### src/rtl/sample_acquisition_az_multi_pkg.sv
// Shared encodings for the auto-zero acquisition sequencers.
// The state encoding lives here so the sibling non-AZ sequencer can reuse it.
package sample_acquisition_az_multi_pkg;

  localparam logic SW_PC_BOOT   = 1'b0;
  localparam logic SW_PC_SIGNAL = 1'b1;

  typedef enum logic [3:0] {
    ST_IDLE,
    ST_START,
    ST_PC_BOOT,
    ST_HI_MUX,
    ST_PC_SIG,
    ST_HI_ACK,
    ST_HI_WAIT,
    ST_LO_BOOT,
    ST_LO_MUX,
    ST_LO_ACK,
    ST_LO_WAIT,
    ST_NEXT,
    ST_DONE,
    ST_PARK
  } state_t;

endpackage

### src/rtl/sample_acquisition_az_multi_settle_timer.sv
// Settle down-counter: load on phase entry, count to zero, flag zero.
module settle_timer #(
  parameter int CNT_W = 32
) (
  input  logic             clk,
  input  logic             reset_n,
  input  logic             load,
  input  logic [CNT_W-1:0] load_val,
  output logic             zero
);

  logic [CNT_W-1:0] cnt;

  always_ff @(posedge clk or negedge reset_n) begin
    if (!reset_n) begin
      cnt <= '0;
    end else if (load) begin
      cnt <= load_val;
    end else if (cnt != '0) begin
      cnt <= cnt - CNT_W'(1);
    end
  end

  assign zero = (cnt == '0);

endmodule

### src/rtl/sample_acquisition_az_multi.sv
// Multi-channel auto-zero acquisition sequencer: walks the AZ mux over N_CH hi inputs,
// optionally interleaving a LO sample, and hands each sample to the ADC handshake.
module sample_acquisition_az_multi
  import sample_acquisition_az_multi_pkg::*;
#(
  parameter int N_CH  = 2,
  parameter int CH_W  = 3,
  parameter int CNT_W = 32,
  parameter int NS_W  = 24
) (
  input  logic              clk,
  input  logic              reset_n,
  input  logic              arm_trigger,
  input  logic              az_enable,
  input  logic [N_CH*4-1:0] azmux_hi_val,
  input  logic [3:0]        azmux_lo_val,
  input  logic [CNT_W-1:0]  p_clk_count_precharge,
  input  logic [NS_W-1:0]   p_sample_count,
  input  logic              adc_measure_valid,
  output logic              adc_measure_trig,
  output logic              sw_pc_ctl,
  output logic [3:0]        azmux,
  output logic              led0,
  output logic [CH_W:0]     status_out,
  output logic              done,
  output logic [1:0]        monitor
);

  state_t            state, state_n;
  logic [1:0]        arm_sr;
  logic              arm_rise, arm_fall;
  logic [CH_W-1:0]   ch, ch_n;
  logic [NS_W-1:0]   nsamp, nsamp_n, nsamp_inc;
  logic              trig_n, pc_n, led_n;
  logic [3:0]        azmux_n;
  logic [CH_W:0]     status_n;
  logic              settle_done;
  logic [3:0]        hi_code [2**CH_W];

  // Unused channel slots read as zero so the index never needs range checks.
  for (genvar k = 0; k < 2**CH_W; k++) begin : g_hi
    if (k < N_CH) begin : g_used
      assign hi_code[k] = azmux_hi_val[4*k +: 4];
    end else begin : g_unused
      assign hi_code[k] = 4'h0;
    end
  end

  assign arm_rise  = (arm_sr == 2'b01);
  assign arm_fall  = (arm_sr == 2'b10);
  assign nsamp_inc = nsamp + NS_W'(1);

  settle_timer #(.CNT_W(CNT_W)) u_settle (
    .clk      (clk),
    .reset_n  (reset_n),
    .load     (state_n != state),
    .load_val (p_clk_count_precharge),
    .zero     (settle_done)
  );

  always_comb begin
    state_n   = state;
    trig_n    = adc_measure_trig;
    pc_n      = sw_pc_ctl;
    azmux_n   = azmux;
    led_n     = led0;
    status_n  = status_out;
    ch_n      = ch;
    nsamp_n   = nsamp;
    // Arm edges pre-empt whatever phase is running and abandon any open measurement.
    if (arm_rise) begin
      state_n = ST_START;
      trig_n  = 1'b0;
    end else if (arm_fall && state != ST_IDLE) begin
      state_n = ST_PARK;
      trig_n  = 1'b0;
      pc_n    = SW_PC_BOOT;
    end else begin
      case (state)
        ST_IDLE: ;
        ST_START: begin
          trig_n  = 1'b0;
          ch_n    = '0;
          nsamp_n = '0;
          state_n = ST_PC_BOOT;
        end
        ST_PC_BOOT: begin
          pc_n = SW_PC_BOOT;
          if (settle_done) state_n = ST_HI_MUX;
        end
        ST_HI_MUX: begin
          azmux_n = hi_code[ch];
          if (settle_done) state_n = ST_PC_SIG;
        end
        ST_PC_SIG: begin
          pc_n = SW_PC_SIGNAL;
          if (settle_done) begin
            trig_n  = 1'b1;
            state_n = ST_HI_ACK;
          end
        end
        ST_HI_ACK: begin
          if (!adc_measure_valid) begin
            trig_n  = 1'b0;
            led_n   = 1'b1;
            state_n = ST_HI_WAIT;
          end
        end
        ST_HI_WAIT: begin
          if (adc_measure_valid) begin
            status_n = {ch, 1'b1};
            nsamp_n  = (nsamp == '1) ? nsamp : nsamp_inc;
            if (p_sample_count != '0 && nsamp_inc == p_sample_count) begin
              pc_n    = SW_PC_BOOT;
              state_n = ST_DONE;
            end else if (az_enable) begin
              state_n = ST_LO_BOOT;
            end else begin
              state_n = ST_NEXT;
            end
          end
        end
        ST_LO_BOOT: begin
          pc_n = SW_PC_BOOT;
          if (settle_done) state_n = ST_LO_MUX;
        end
        ST_LO_MUX: begin
          azmux_n = azmux_lo_val;
          if (settle_done) begin
            trig_n  = 1'b1;
            led_n   = 1'b0;
            state_n = ST_LO_ACK;
          end
        end
        ST_LO_ACK: begin
          if (!adc_measure_valid) begin
            trig_n  = 1'b0;
            state_n = ST_LO_WAIT;
          end
        end
        ST_LO_WAIT: begin
          if (adc_measure_valid) begin
            status_n = {ch, 1'b0};
            state_n  = ST_NEXT;
          end
        end
        ST_NEXT: begin
          ch_n    = (ch == CH_W'(N_CH - 1)) ? '0 : ch + CH_W'(1);
          state_n = ST_PC_BOOT;
        end
        ST_DONE, ST_PARK: begin
          pc_n   = SW_PC_BOOT;
          trig_n = 1'b0;
        end
        default: state_n = ST_IDLE;
      endcase
    end
  end

  always_ff @(posedge clk or negedge reset_n) begin
    if (!reset_n) begin
      state            <= ST_IDLE;
      arm_sr           <= 2'b00;
      adc_measure_trig <= 1'b0;
      sw_pc_ctl        <= SW_PC_BOOT;
      azmux            <= 4'h0;
      led0             <= 1'b0;
      status_out       <= '0;
      ch               <= '0;
      nsamp            <= '0;
    end else begin
      state            <= state_n;
      arm_sr           <= {arm_sr[0], arm_trigger};
      adc_measure_trig <= trig_n;
      sw_pc_ctl        <= pc_n;
      azmux            <= azmux_n;
      led0             <= led_n;
      status_out       <= status_n;
      ch               <= ch_n;
      nsamp            <= nsamp_n;
    end
  end

  assign done    = (state == ST_DONE);
  assign monitor = {(azmux != azmux_lo_val) && (state != ST_IDLE), adc_measure_trig};

endmodule
### config.mk
export PLATFORM = sky130hd
export DESIGN_NAME = sample_acquisition_az_multi
export DESIGN_NICKNAME = d
export VERILOG_FILES = /design/src/rtl/sample_acquisition_az_multi_pkg.sv /design/src/rtl/sample_acquisition_az_multi_settle_timer.sv /design/src/rtl/sample_acquisition_az_multi.sv
export SDC_FILE = /design/constraint.sdc
export NUM_CORES = 1
export LEC_CHECK = 0
export ABC_AREA = 1
export ABC_CLOCK_PERIOD_IN_PS = 4600
export CORE_AREA = 2 2 109 111
export CTS_CLUSTER_DIAMETER = 40
export DETAILED_ROUTE_END_ITERATION = 8
export DIE_AREA = 0 0 111 113
export PLACE_DENSITY = 0.74
export SYNTH_ARGS = -nofsm -noshare
export SYNTH_HDL_FRONTEND = slang
export SYNTH_SLANG_ARGS = --single-unit
### constraint.sdc
create_clock -name clk -period 4.6 [get_ports clk]
set_input_delay 1.38 -clock clk [delete_from_list [all_inputs] [get_ports clk]]
set_output_delay 1.38 -clock clk [all_outputs]
set_load 0.01 [all_outputs]
==> results of run 1 <==
[per-stage QoR]
step	area, µm²	utilization (%)
3_3_place_gp	6610	58.6
4_1_cts	6890	61.1
6_report	6890	61.1
5_1_grt	6890	61.1
2_1_floorplan	5610	-
3_5_place_dp	6610	58.6
[area by class of cell]
class | count | share of cell area, %
flip-flops and latches | 76 | 27.6
repair buffers | 91 | 13.4
clock buffers | 10 | 3.32
well taps | 143 | 2.60
inverters | 100 | 5.45
multi-input cells | 626 | 46.9
clock inverters | 6 | 0.799
[power groups by stage]
stage / registers [W] / clock network (W) / logic (W)
4_1_cts: 0.00104 / 0.000712 / 0.00137
5_1_grt: 0.00108 / 0.000742 / 0.00153
3_5_place_dp: 0.00105 / 0 / 0.00135
6_report: 0.00105 / 0.000706 / 0.00136
2_1_floorplan: 0.00102 / 0 / 0.00103
3_3_place_gp: 0.00105 / 0 / 0.00134
[cells by family (layout without fill, tap and decap cells)]
family,count (synthesis),count (layout)
flip-flops,76,76
multiplexers,8,8
adder cells (fa/ha/maj),3,3
AO/OA/AOI/OAI,104,104
buffers and inverters,115,207
AND/OR/NAND/NOR,477,477
XOR/XNOR,34,34
[worst max-delay path, cell delays in order]
cell             delay, ps
clkdlybuf4s50_1        440
xnor2_1                140
a41oi_1                200
clkdlybuf4s50_1        570
[state kept, by name, indices dropped and copies added, names as in the netlist]
signal            count
u_settle.cnt         32
nsamp                24
azmux                 4
state                 4
status_out            4
ch                    3
arm_sr                2
adc_measure_trig      1
led0                  1
sw_pc_ctl             1
[cells in the mapped netlist (all sizes together)]
cell type / instances / area share (%)
o21ai: 60 / 7.4
mux2i: 4 / 0.71
nor3: 7 / 0.71
a211oi: 1 / 0.13
ha: 3 / 0.67
nor4: 6 / 0.67
o21a: 1 / 0.13
buf: 11 / 1.6
nor2: 120 / 9.0
o32ai: 2 / 0.31
nand2: 251 / 17
or4: 1 / 0.13
mux2: 4 / 0.80
o211a: 1 / 0.18
nand3b: 8 / 1.1
a41oi: 2 / 0.31
inv: 100 / 6.7
xor2: 18 / 2.8
a2111oi: 1 / 0.16
a221oi: 1 / 0.16
a21oi: 10 / 0.89
o2111ai: 1 / 0.16
nand3: 67 / 6.3
or2: 5 / 0.56
o22ai: 20 / 2.2
nand4: 12 / 1.3
a21o: 1 / 0.13
xnor3: 2 / 0.80
a31oi: 2 / 0.22
clkbuf: 4 / 0.27
dfrtp: 76 / 34
xnor2: 14 / 2.2
o2111a: 1 / 0.20
[worst paths after layout]
check                                startpoint                           end  slack [ps]
max reg2reg                nsamp[1]$_DFFE_PN0P_  u_settle.cnt[23]$_DFFE_PN0P_        1340
max in group asynchronous               reset_n         nsamp[16]$_DFFE_PN0P_        2770
min                         arm_sr[0]$_DFF_PN0_           arm_sr[1]$_DFF_PN0_         410
min reg2reg                 arm_sr[0]$_DFF_PN0_           arm_sr[1]$_DFF_PN0_         410
min in group asynchronous               reset_n          azmux[3]$_DFFE_PN0P_        1190
max                             azmux_lo_val[2]                    monitor[1]         490
[per-layer routing]
metal	track usage, %	wire length, µm	vias up
met3	3.32	655	30
li1	-	-	2822
met1	30.8	6560	2514
met4	10.8	407	0
met2	39.3	6480	136
met5	0	0	-
==> flow_metrics.tcl, run 1 <==
set metrics [dict create \
    routabilityCongestion 0.947 \
    clkLatencyLatePin_ps 350 \
    pin_count_of_the_biggest_net_entering_global_routing 77 \
    number_of_cell_rows 39 \
    post_synth_xor_area_fraction_pct 5.80 \
    finalHoldViolations 0 \
    end_kind "primary output" \
    dpl.cell_count 1036 \
    die-area_mm2 0.0125 \
    netlist-cell-type-count 46 \
    clock-root-buffer "clkbuf_16" \
    final_max_slew_viol_count 0 \
    num_io_pins 87 \
    placeableCoreArea_mm2 0.0113 \
    cts_hold_buf 0 \
    fin_setup_tns_ps 0 \
    die_h_um 113 \
    power_density_mw_per_mm2 452 \
    synth-compound-area-share_pct 12.6 \
    cts_made_buffers 9 \
    cts.clk_slew.worst_paths_ps 60 \
    grt.overflow.total 0 \
    maxCapViolCount 0 \
    vias 5502 \
    swShare_pct 40.6 \
    intPower_w 0.00185 \
    ff_latch_area_mm2 0.00190 \
    count_of_synthesis_stage_warnings_from_yosys 0 \
    critical_path_class "in2out" \
    reg2reg_depth 19 \
    layout_commonest_cell "nand2_1" \
    antenna_left 0 \
    setup_repair_after_global_routing_missed_its_margin "false" \
    synth_area_mm2 0.00561 \
    p_clk_share_pct 22.7 \
    antenna-diode-count 0 \
    placement.io_buffers 86 \
    drc_errors 0 \
    critPathArrivalTime_ps 2730 \
    net_switching_power_figure_w 0.00126 \
    cts_max_path_buffers 2 \
    seq_power_share_pct 33.7 \
    synth_nets 893 \
    drive_above_1_share_pct 9.02 \
    grt_antenna_before_repair 0 \
    period_minus_slack_ps 4110 \
    fraction_of_the_yosys_area_taken_by_sequential_cells_pct 33.9 \
    power.leakage_nw 3.18 \
    required_ps 3220 \
    final_net_count 980 \
    routed_wl_mm 14.1 \
    post_synth_inst_count 817 \
    largest_family_of_logic_cells_by_synthesized_area "simple AND/OR/NAND/NOR gates" \
    final.setup.worst_slack_ps 488 \
    flow.area_growth_from_synthesis_pct 22.7 \
    final_min_period_over_clock_period_pct 89.4 \
    post_cts.repair.setup_buffers 0 \
    finClkSkew_ps 4.29 \
    post_cts_resized 0 \
    worstMarginPinSlew_ps 988 \
    achievable-frequency_mhz 243 \
    final_cell_count_no_fill 1052 \
    tritoncts "done" \
    synth.ff_latch_count 76 \
    run_status "complete, no violations" \
    vias_per_cell 5.23 \
    simple_gate_share_of_the_synthesized_area_pct 37.0 \
    whs_ps 410 \
    layout.cells.most_common_list "244 x nand2_1, 110 x nor2_1, 98 x inv_1" \
    place_hpwl_mm 10.4 \
    h-tree-depth 3 \
    track_usage_pct 23.7 \
    start_kind "input port" \
    first_global_vias 5366 \
    power.combinational.fraction_pct 43.6 \
    maximum_fanout_count_along_the_critical_path 2 \
    clkSinkCount 76 \
    finalSetupViolations 0 \
    fp.dieW_um 111 \
    worst_slew_margin_rel_pct 34.1 \
    initial_utilization_pct 49.8 \
    worstHoldPathType "reg2reg" \
    dr.pass1.iters 6 \
    multi_input_area_mm2 0.00323 \
    yosys-mux-area-fraction_pct 1.52 \
    dp_slack_ps 461 \
    total_power_w 0.00311 \
    detail_route.iter0.violations 399 \
    min_path_cells 0 \
    syn_area_per_cell_um2 6.87 \
    grt_first_pass_wirelength_mm 24.2 \
    average_wire_length_per_cell_after_detail_routing_um 13.4 \
    layout.filler_cells 1058 \
    post_synth_fa_ha_maj_area_fraction_pct 0.669 \
    max-vdd-ir-drop_mv 0.227 \
]
No activity file was read; power rests on OpenSTA's default activity.
==> inputs of run 2 (changes only) <==
CTS_CLUSTER_SIZE = 12   (was unset)
==> results of run 2 <==
Final layout, timing and power as in run 1 (identical DEF).
